$ cat config.mk
export PLATFORM = sky130hd
export DESIGN_NAME = hazard_unit_mc_flat
export DESIGN_NICKNAME = d
export VERILOG_FILES = /design/src/rtl/hazard_unit_mc_pkg.sv /design/src/rtl/hazard_unit_mc_if.sv /design/src/rtl/hazard_unit_mc_fwd_sel.sv /design/src/rtl/hazard_unit_mc.sv /design/src/flat_wrapper.sv
export SDC_FILE = /design/constraint.sdc
export NUM_CORES = 1
export LEC_CHECK = 0
export ABC_CLOCK_PERIOD_IN_PS = 2900
export BUFFER_PORTS_ARGS = -buffer_cell sky130_fd_sc_hd__buf_4
export CAP_MARGIN = 20
export CELL_PAD_IN_SITES_DETAIL_PLACEMENT = 1
export CELL_PAD_IN_SITES_GLOBAL_PLACEMENT = 1
export CORE_MARGIN = 1
export CORE_UTILIZATION = 37
export CTS_CLUSTER_DIAMETER = 100
export CTS_CLUSTER_SIZE = 14
export DETAILED_ROUTE_END_ITERATION = 16
export GPL_ROUTABILITY_DRIVEN = 0
export PLACE_DENSITY_LB_ADDON = 0.05
export SLEW_MARGIN = 10
export SYNTH_ARGS = -nofsm -noshare
export SYNTH_HDL_FRONTEND = slang
export SYNTH_SLANG_ARGS = --single-unit
export TNS_END_PERCENT = 100
$ cat constraint.sdc
create_clock -name CLK -period 2.9 [get_ports CLK]
set_clock_uncertainty 0.05 [all_clocks]
set_input_delay 0.29 -clock CLK [delete_from_list [all_inputs] [get_ports CLK]]
set_output_delay 0.29 -clock CLK [all_outputs]
set_load 0.005 [all_outputs]
$ cat src/rtl/hazard_unit_mc_pkg.sv
// rtl/hazard_unit_mc_pkg.sv - shared pipeline constants and types for the hazard unit
package hazard_unit_mc_pkg;

  localparam logic [1:0] FWD_NONE = 2'b00;
  localparam logic [1:0] FWD_W    = 2'b01;
  localparam logic [1:0] FWD_M    = 2'b10;

  localparam logic [1:0] RES_SRC_LOAD = 2'b01;

  typedef enum logic {
    RUN  = 1'b0,
    WAIT = 1'b1
  } state_t;

endpackage

$ cat src/rtl/hazard_unit_mc_if.sv
// rtl/hazard_unit_mc_if.sv - hazard unit pipeline/bus signal bundle
interface hazard_unit_mc_if #(
  parameter int REG_AW = 5,
  parameter int CNTW   = 32
);
  logic [REG_AW-1:0] rs1D, rs2D, rs1E, rs2E, rdE, rdM, rdW;
  logic              loadE, regWriteM, regWriteW, memReqM, dmem_ready, PCSrcE, clr_cnt;
  logic [1:0]        forwardAE, forwardBE;
  logic              stallF, stallD, stallE, stallM;
  logic              flushD, flushE, flushW;
  logic              mem_busy, mem_timeout;
  logic [CNTW-1:0]   stall_cnt, flush_cnt;

  modport master (
    output rs1D, rs2D, rs1E, rs2E, rdE, rdM, rdW,
    output loadE, regWriteM, regWriteW, memReqM, dmem_ready, PCSrcE, clr_cnt,
    input  forwardAE, forwardBE, stallF, stallD, stallE, stallM,
    input  flushD, flushE, flushW, mem_busy, mem_timeout, stall_cnt, flush_cnt
  );

  modport slave (
    input  rs1D, rs2D, rs1E, rs2E, rdE, rdM, rdW,
    input  loadE, regWriteM, regWriteW, memReqM, dmem_ready, PCSrcE, clr_cnt,
    output forwardAE, forwardBE, stallF, stallD, stallE, stallM,
    output flushD, flushE, flushW, mem_busy, mem_timeout, stall_cnt, flush_cnt
  );
endinterface

$ cat src/rtl/hazard_unit_mc_fwd_sel.sv
// rtl/hazard_unit_mc_fwd_sel.sv - bypass select for one ALU operand, M over W
module hazard_unit_mc_fwd_sel
  import hazard_unit_mc_pkg::*;
#(
  parameter int REG_AW = 5
) (
  input  logic [REG_AW-1:0] rs_e,
  input  logic [REG_AW-1:0] rd_m,
  input  logic [REG_AW-1:0] rd_w,
  input  logic              reg_write_m,
  input  logic              reg_write_w,
  output logic [1:0]        fwd_sel
);

  always_comb begin
    fwd_sel = FWD_NONE;
    if (rs_e != '0 && rs_e == rd_m && reg_write_m) begin
      fwd_sel = FWD_M;
    end else if (rs_e != '0 && rs_e == rd_w && reg_write_w) begin
      fwd_sel = FWD_W;
    end
  end

endmodule

$ cat src/rtl/hazard_unit_mc.sv
// rtl/hazard_unit_mc.sv - forwarding, stall/flush control, memory-wait watchdog and perf counters
module hazard_unit_mc
  import hazard_unit_mc_pkg::*;
#(
  parameter int REG_AW  = 5,
  parameter int TIMEOUT = 255,
  parameter int CNTW    = 32
) (
  input logic              CLK,
  input logic              RESET,
  hazard_unit_mc_if.slave  hif
);

  localparam int WCW = $clog2(TIMEOUT + 1);

  state_t          state_q, state_d;
  logic            mem_busy_q, mem_busy_d;
  logic            mem_timeout_q, mem_timeout_d;
  logic [WCW-1:0]  wait_cnt_q, wait_cnt_d;
  logic [CNTW-1:0] stall_cnt_q, stall_cnt_d;
  logic [CNTW-1:0] flush_cnt_q, flush_cnt_d;
  logic            lw_stall, mem_stall;
  logic            stall_f, flush_e;

  hazard_unit_mc_fwd_sel #(.REG_AW(REG_AW)) u_fwd_a (
    .rs_e(hif.rs1E), .rd_m(hif.rdM), .rd_w(hif.rdW),
    .reg_write_m(hif.regWriteM), .reg_write_w(hif.regWriteW),
    .fwd_sel(hif.forwardAE)
  );

  hazard_unit_mc_fwd_sel #(.REG_AW(REG_AW)) u_fwd_b (
    .rs_e(hif.rs2E), .rd_m(hif.rdM), .rd_w(hif.rdW),
    .reg_write_m(hif.regWriteM), .reg_write_w(hif.regWriteW),
    .fwd_sel(hif.forwardBE)
  );

  // A waiting memory access freezes F..M; branch/load-use effects are held until release.
  always_comb begin
    lw_stall  = hif.loadE && (hif.rdE != '0) && (hif.rdE == hif.rs1D || hif.rdE == hif.rs2D);
    mem_stall = hif.memReqM && !hif.dmem_ready;
    stall_f   = mem_stall | lw_stall;
    flush_e   = !mem_stall && (lw_stall | hif.PCSrcE);

    hif.stallF = stall_f;
    hif.stallD = stall_f;
    hif.stallE = mem_stall;
    hif.stallM = mem_stall;
    hif.flushW = mem_stall;
    hif.flushD = !mem_stall && hif.PCSrcE;
    hif.flushE = flush_e;
  end

  always_comb begin
    state_d = state_q;
    case (state_q)
      RUN:     if (mem_stall)  state_d = WAIT;
      WAIT:    if (!mem_stall) state_d = RUN;
      default: state_d = RUN;
    endcase
    mem_busy_d = (state_d == WAIT);

    wait_cnt_d = '0;
    if (mem_stall) begin
      wait_cnt_d = (wait_cnt_q == WCW'(TIMEOUT)) ? wait_cnt_q : wait_cnt_q + 1'b1;
    end
    mem_timeout_d = mem_timeout_q | (mem_stall && wait_cnt_q == WCW'(TIMEOUT - 1));

    stall_cnt_d = stall_cnt_q;
    flush_cnt_d = flush_cnt_q;
    if (hif.clr_cnt) begin
      stall_cnt_d = '0;
      flush_cnt_d = '0;
    end else begin
      if (stall_f && stall_cnt_q != '1) stall_cnt_d = stall_cnt_q + 1'b1;
      if (flush_e && flush_cnt_q != '1) flush_cnt_d = flush_cnt_q + 1'b1;
    end
  end

  always_ff @(posedge CLK) begin
    if (RESET) begin
      state_q       <= RUN;
      mem_busy_q    <= 1'b0;
      mem_timeout_q <= 1'b0;
      wait_cnt_q    <= '0;
      stall_cnt_q   <= '0;
      flush_cnt_q   <= '0;
    end else begin
      state_q       <= state_d;
      mem_busy_q    <= mem_busy_d;
      mem_timeout_q <= mem_timeout_d;
      wait_cnt_q    <= wait_cnt_d;
      stall_cnt_q   <= stall_cnt_d;
      flush_cnt_q   <= flush_cnt_d;
    end
  end

  assign hif.mem_busy    = mem_busy_q;
  assign hif.mem_timeout = mem_timeout_q;
  assign hif.stall_cnt   = stall_cnt_q;
  assign hif.flush_cnt   = flush_cnt_q;

endmodule

$ cat src/flat_wrapper.sv
// flat-port wrapper written by rule: the top's interface ports become plain ports
module hazard_unit_mc_flat import hazard_unit_mc_pkg::*;
#(
  parameter int REG_AW  = 5,
  parameter int TIMEOUT = 255,
  parameter int CNTW    = 32
)
  (CLK, RESET, hif_rs1D, hif_rs2D, hif_rs1E, hif_rs2E, hif_rdE, hif_rdM, hif_rdW, hif_loadE, hif_regWriteM, hif_regWriteW, hif_memReqM, hif_dmem_ready, hif_PCSrcE, hif_clr_cnt, hif_forwardAE, hif_forwardBE, hif_stallF, hif_stallD, hif_stallE, hif_stallM, hif_flushD, hif_flushE, hif_flushW, hif_mem_busy, hif_mem_timeout, hif_stall_cnt, hif_flush_cnt);
  hazard_unit_mc_if #(.REG_AW(REG_AW), .CNTW(CNTW)) hif_i ();
  input logic CLK;
  input logic RESET;
  input wire logic [$bits(hif_i.rs1D)-1:0] hif_rs1D;
  input wire logic [$bits(hif_i.rs2D)-1:0] hif_rs2D;
  input wire logic [$bits(hif_i.rs1E)-1:0] hif_rs1E;
  input wire logic [$bits(hif_i.rs2E)-1:0] hif_rs2E;
  input wire logic [$bits(hif_i.rdE)-1:0] hif_rdE;
  input wire logic [$bits(hif_i.rdM)-1:0] hif_rdM;
  input wire logic [$bits(hif_i.rdW)-1:0] hif_rdW;
  input wire logic [$bits(hif_i.loadE)-1:0] hif_loadE;
  input wire logic [$bits(hif_i.regWriteM)-1:0] hif_regWriteM;
  input wire logic [$bits(hif_i.regWriteW)-1:0] hif_regWriteW;
  input wire logic [$bits(hif_i.memReqM)-1:0] hif_memReqM;
  input wire logic [$bits(hif_i.dmem_ready)-1:0] hif_dmem_ready;
  input wire logic [$bits(hif_i.PCSrcE)-1:0] hif_PCSrcE;
  input wire logic [$bits(hif_i.clr_cnt)-1:0] hif_clr_cnt;
  output wire logic [$bits(hif_i.forwardAE)-1:0] hif_forwardAE;
  output wire logic [$bits(hif_i.forwardBE)-1:0] hif_forwardBE;
  output wire logic [$bits(hif_i.stallF)-1:0] hif_stallF;
  output wire logic [$bits(hif_i.stallD)-1:0] hif_stallD;
  output wire logic [$bits(hif_i.stallE)-1:0] hif_stallE;
  output wire logic [$bits(hif_i.stallM)-1:0] hif_stallM;
  output wire logic [$bits(hif_i.flushD)-1:0] hif_flushD;
  output wire logic [$bits(hif_i.flushE)-1:0] hif_flushE;
  output wire logic [$bits(hif_i.flushW)-1:0] hif_flushW;
  output wire logic [$bits(hif_i.mem_busy)-1:0] hif_mem_busy;
  output wire logic [$bits(hif_i.mem_timeout)-1:0] hif_mem_timeout;
  output wire logic [$bits(hif_i.stall_cnt)-1:0] hif_stall_cnt;
  output wire logic [$bits(hif_i.flush_cnt)-1:0] hif_flush_cnt;
  assign hif_i.rs1D = hif_rs1D;
  assign hif_i.rs2D = hif_rs2D;
  assign hif_i.rs1E = hif_rs1E;
  assign hif_i.rs2E = hif_rs2E;
  assign hif_i.rdE = hif_rdE;
  assign hif_i.rdM = hif_rdM;
  assign hif_i.rdW = hif_rdW;
  assign hif_i.loadE = hif_loadE;
  assign hif_i.regWriteM = hif_regWriteM;
  assign hif_i.regWriteW = hif_regWriteW;
  assign hif_i.memReqM = hif_memReqM;
  assign hif_i.dmem_ready = hif_dmem_ready;
  assign hif_i.PCSrcE = hif_PCSrcE;
  assign hif_i.clr_cnt = hif_clr_cnt;
  assign hif_forwardAE = hif_i.forwardAE;
  assign hif_forwardBE = hif_i.forwardBE;
  assign hif_stallF = hif_i.stallF;
  assign hif_stallD = hif_i.stallD;
  assign hif_stallE = hif_i.stallE;
  assign hif_stallM = hif_i.stallM;
  assign hif_flushD = hif_i.flushD;
  assign hif_flushE = hif_i.flushE;
  assign hif_flushW = hif_i.flushW;
  assign hif_mem_busy = hif_i.mem_busy;
  assign hif_mem_timeout = hif_i.mem_timeout;
  assign hif_stall_cnt = hif_i.stall_cnt;
  assign hif_flush_cnt = hif_i.flush_cnt;
  hazard_unit_mc #(.REG_AW(REG_AW), .TIMEOUT(TIMEOUT), .CNTW(CNTW)) u_core (.CLK(CLK), .RESET(RESET), .hif(hif_i));
endmodule
==> metrics.md <==
| Metric | Value |
|---|---|
| CP Data Required Time | `between 3 and 4 ns` |
| Via density | `5.60` |
| EDFF count, synth | `0` |
| Sequential element share of the synthesized area | `a little over a third` |
| DRT iter0 DRCs | `~160` |
| Final net count | `~680` |
| # Max-Cap Violations | `0` |
| Crit Path Category | `reg -> reg` |
| Synth cell types | `49` |
| Crit share post-route | `a little over four fifths` |
| Post-route DRC | `0` |
| Post-Syn Area | `just over 4000 sq um` |
| Ys flop type | `dfxtp_1` |
| WL per Instance | `roughly 16 microns` |
| Final setup vio count | `0` |
| All-layer global routing usage | `between 20% and 30%` |
| Area Growth Syn to Fin | `29.6%` |
| First-pass GRT wire length | `20.0 mm` |
| Ys Warns | `0` |
| Post-synth ARST share | `0%` |
| Min Tclk post-route | `around 2.5 ns` |
| H-Tree Depth | `3` |
| Leak | `around 0.0019 uW` |
| Postcts setup bufs | `0` |
| CP Capture Type | `register` |
| Die Wd | `roughly 110 microns` |
| Clock sinks | `between 70 and 80` |
| Initial DRT Pass Iterations | `4` |
| Critical Path AT | `roughly 2.7 ns` |
| Vias in the first global route | `slightly above 4000` |
| Crit Path Max Fanout | `19` |
| Setup crit start kind | `register` |
| Core Area | `about 11000 sq um` |
| Worst Max-Slew Pin Slew | `approximately 0.66 ns` |
| WL final | `between 10 and 15 mm` |
| Total Neg Setup Slack | `0 ns` |
| HPWL after detailed placement | `9.24 mm` |
| Syn_nets | `roughly 560` |
| Antenna diode count | `0` |
| Initial core utilization | `between 30% and 40%` |
| Post-CTS resize count | `0` |
| Hold WC Path Type | `in -> reg` |
| # port buffers | `120` |
| Yosys reg bits | `74` |
| CTS tree | `done` |
| Antenna violations before repair | `0` |
| Die height | `about 110 microns` |
| Non-Filler Instances | `a little under 800` |
| Hold-fix buffers at CTS | `0` |
| DIE AREA | `11400 sq um` |
| Cells after Synth | `510` |
| Post-Synthesis Mean Instance Area | `7.97 sq um` |
| Slew Limit Fails | `0` |
| Via count | `between 4000 and 5000` |
| Clock tree buffer depth | `2` |
| Worst slew margin | `56.2%` |
| Dpl cells | `755` |
| Upper clock frequency limit | `slightly above 0.4 GHz` |
| Total grt overflow | `0` |
| Clock Pin Slew Worst Setup and Hold Paths | `~0.080 ns` |
| FP Rows | `37` |
| Pwr dens | `roughly 370 nW/um^2` |
| Final Hold Viols | `0` |
| TritonCTS buffer count | `9` |
| CTS root buffer | `clkbuf_8` |
| Clk_lat worst skew | `0.35 ns` |
| Share of post-route cells with drive strength above 1 | `between 20 and 25%` |
| Number of I/O pins | `121` |
| Status | `complete, no violations` |
| VDD IR max | `approximately 0.25 mV` |
| Largest net degree at the start of global routing | `35` |
| RSZ-0062 raised after global routing | `no` |
| ANT nets after route | `0` |
Yosys cell counts, types with 3 or more instances:
cell type | instances | area (sq um)
a21oi_1 | 59 | 295
and2_1 | 5 | 31.3
o211ai_1 | 6 | 45.0
xnor2_1 | 15 | 131
dfxtp_1 | 74 | 1480
buf_2 | 5 | 25.0
nor4_1 | 7 | 43.8
o311ai_0 | 3 | 26.3
o21ai_0 | 41 | 205
a211oi_1 | 3 | 22.5
inv_1 | 13 | 48.8
ha_1 | 4 | 50.1
nand4_1 | 18 | 113
and3_1 | 10 | 62.6
nand2_1 | 41 | 154
or3_1 | 43 | 269
xor2_1 | 22 | 193
nand3_1 | 27 | 135
o31ai_1 | 8 | 60.1
or4_1 | 17 | 128
o41ai_1 | 3 | 26.3
nor3_1 | 10 | 50.1
clkbuf_1 | 11 | 41.3
nor2_1 | 30 | 113
buf_4 | 4 | 30.0
worst paths after layout:
path	end	cells past startpoint	slack [ns]	start
max	u_core.hif.flush_cnt[23]	6	0.44	u_core.hif.flush_cnt[2]
min reg2reg	u_core.hif.mem_timeout	2	0.44	u_core.hif.mem_timeout
min	u_core.hif.mem_timeout	2	0.1	RESET
max reg2reg	u_core.hif.flush_cnt[23]	6	0.44	u_core.hif.flush_cnt[2]
kinds of logic (layout without fill, tap and decap cells):
group                      Yosys count  after routing  share of synthesized area (%)
adders and majority gates            4              4                           1.23
and+or+nand+nor                    224            224                           30.5
xor gates and xnor gates            37             37                           7.97
AOI/OAI and AO/OA                  134            134                           19.2
muxes                                2              2                          0.492
buffers and inverters               35            159                           4.12
DFF                                 74             74                           36.4
final cells by class:
type	instances	area, sq um
Multi-Input combinational cell	401	2420
Timing Repair Buffer	131	983
Tap cell	136	170
Fill cell	1307	5240
Clock inverter	3	15.0
Clock buffer	12	155
Sequential cell	74	1480
Inverter	13	48.8
layout by cell type (no fill, tap or decap), types with 4 or more instances in the layout:
cell type,n
nand4_1,18
or3_1,43
buf_4,131
inv_1,13
xnor2_1,15
or4_1,17
ha_1,4
clkbuf_8,11
nor4_1,7
o211ai_1,6
o31ai_1,8
dfxtp_1,74
xor2_1,22
a21oi_1,59
nor2_1,30
nand3_1,27
and2_1,5
nand2_1,41
o21ai_0,41
and3_1,10
nor3_1,10
stage by stage:
step	cell area [sq um]	setup slack, ns	hold slack (ns)	power (uW)	utilization (%)
6_report	5270	0.442	0.0978	1950	50.1
5_1_grt	5270	0.201	0.0981	2040	50.1
3_5_place_dp	5100	0.336	0.427	1240	48.5
4_1_cts	5270	0.436	0.0747	1980	50.1
2_1_floorplan	4070	0.749	0.312	1140	-
3_3_place_gp	5100	0.426	0.410	1230	48.5
power by group:
part	internal, uW	total, uW	switching [uW]
registers	1020	1020	3.36
clock network	349	735	386
logic	92.1	192	100
sequential cells by signal, indices dropped and copies added, names as in the netlist:
register,count
u_core.hif.flush_cnt,32
u_core.state_q,1
u_core.wait_cnt_q,8
u_core.hif.mem_timeout,1
u_core.hif.stall_cnt,32
layer usage:
metal	global-route usage (%)	part of all wire [%]
met2	35.4	47
met3	4.56	3.7
met4	5.87	1.1
met5	0	0
met1	29.3	48
critical path, cell delays in order, from the launching register on:
cell and delay, ns:
dfxtp_1 0.42, and3_1 0.28, nand4_1 0.13, a311o_1 0.33
or3_1 0.56, or4_1 0.55, nand2_1 0.08
Note: power is estimated with default switching activity, not from simulation.
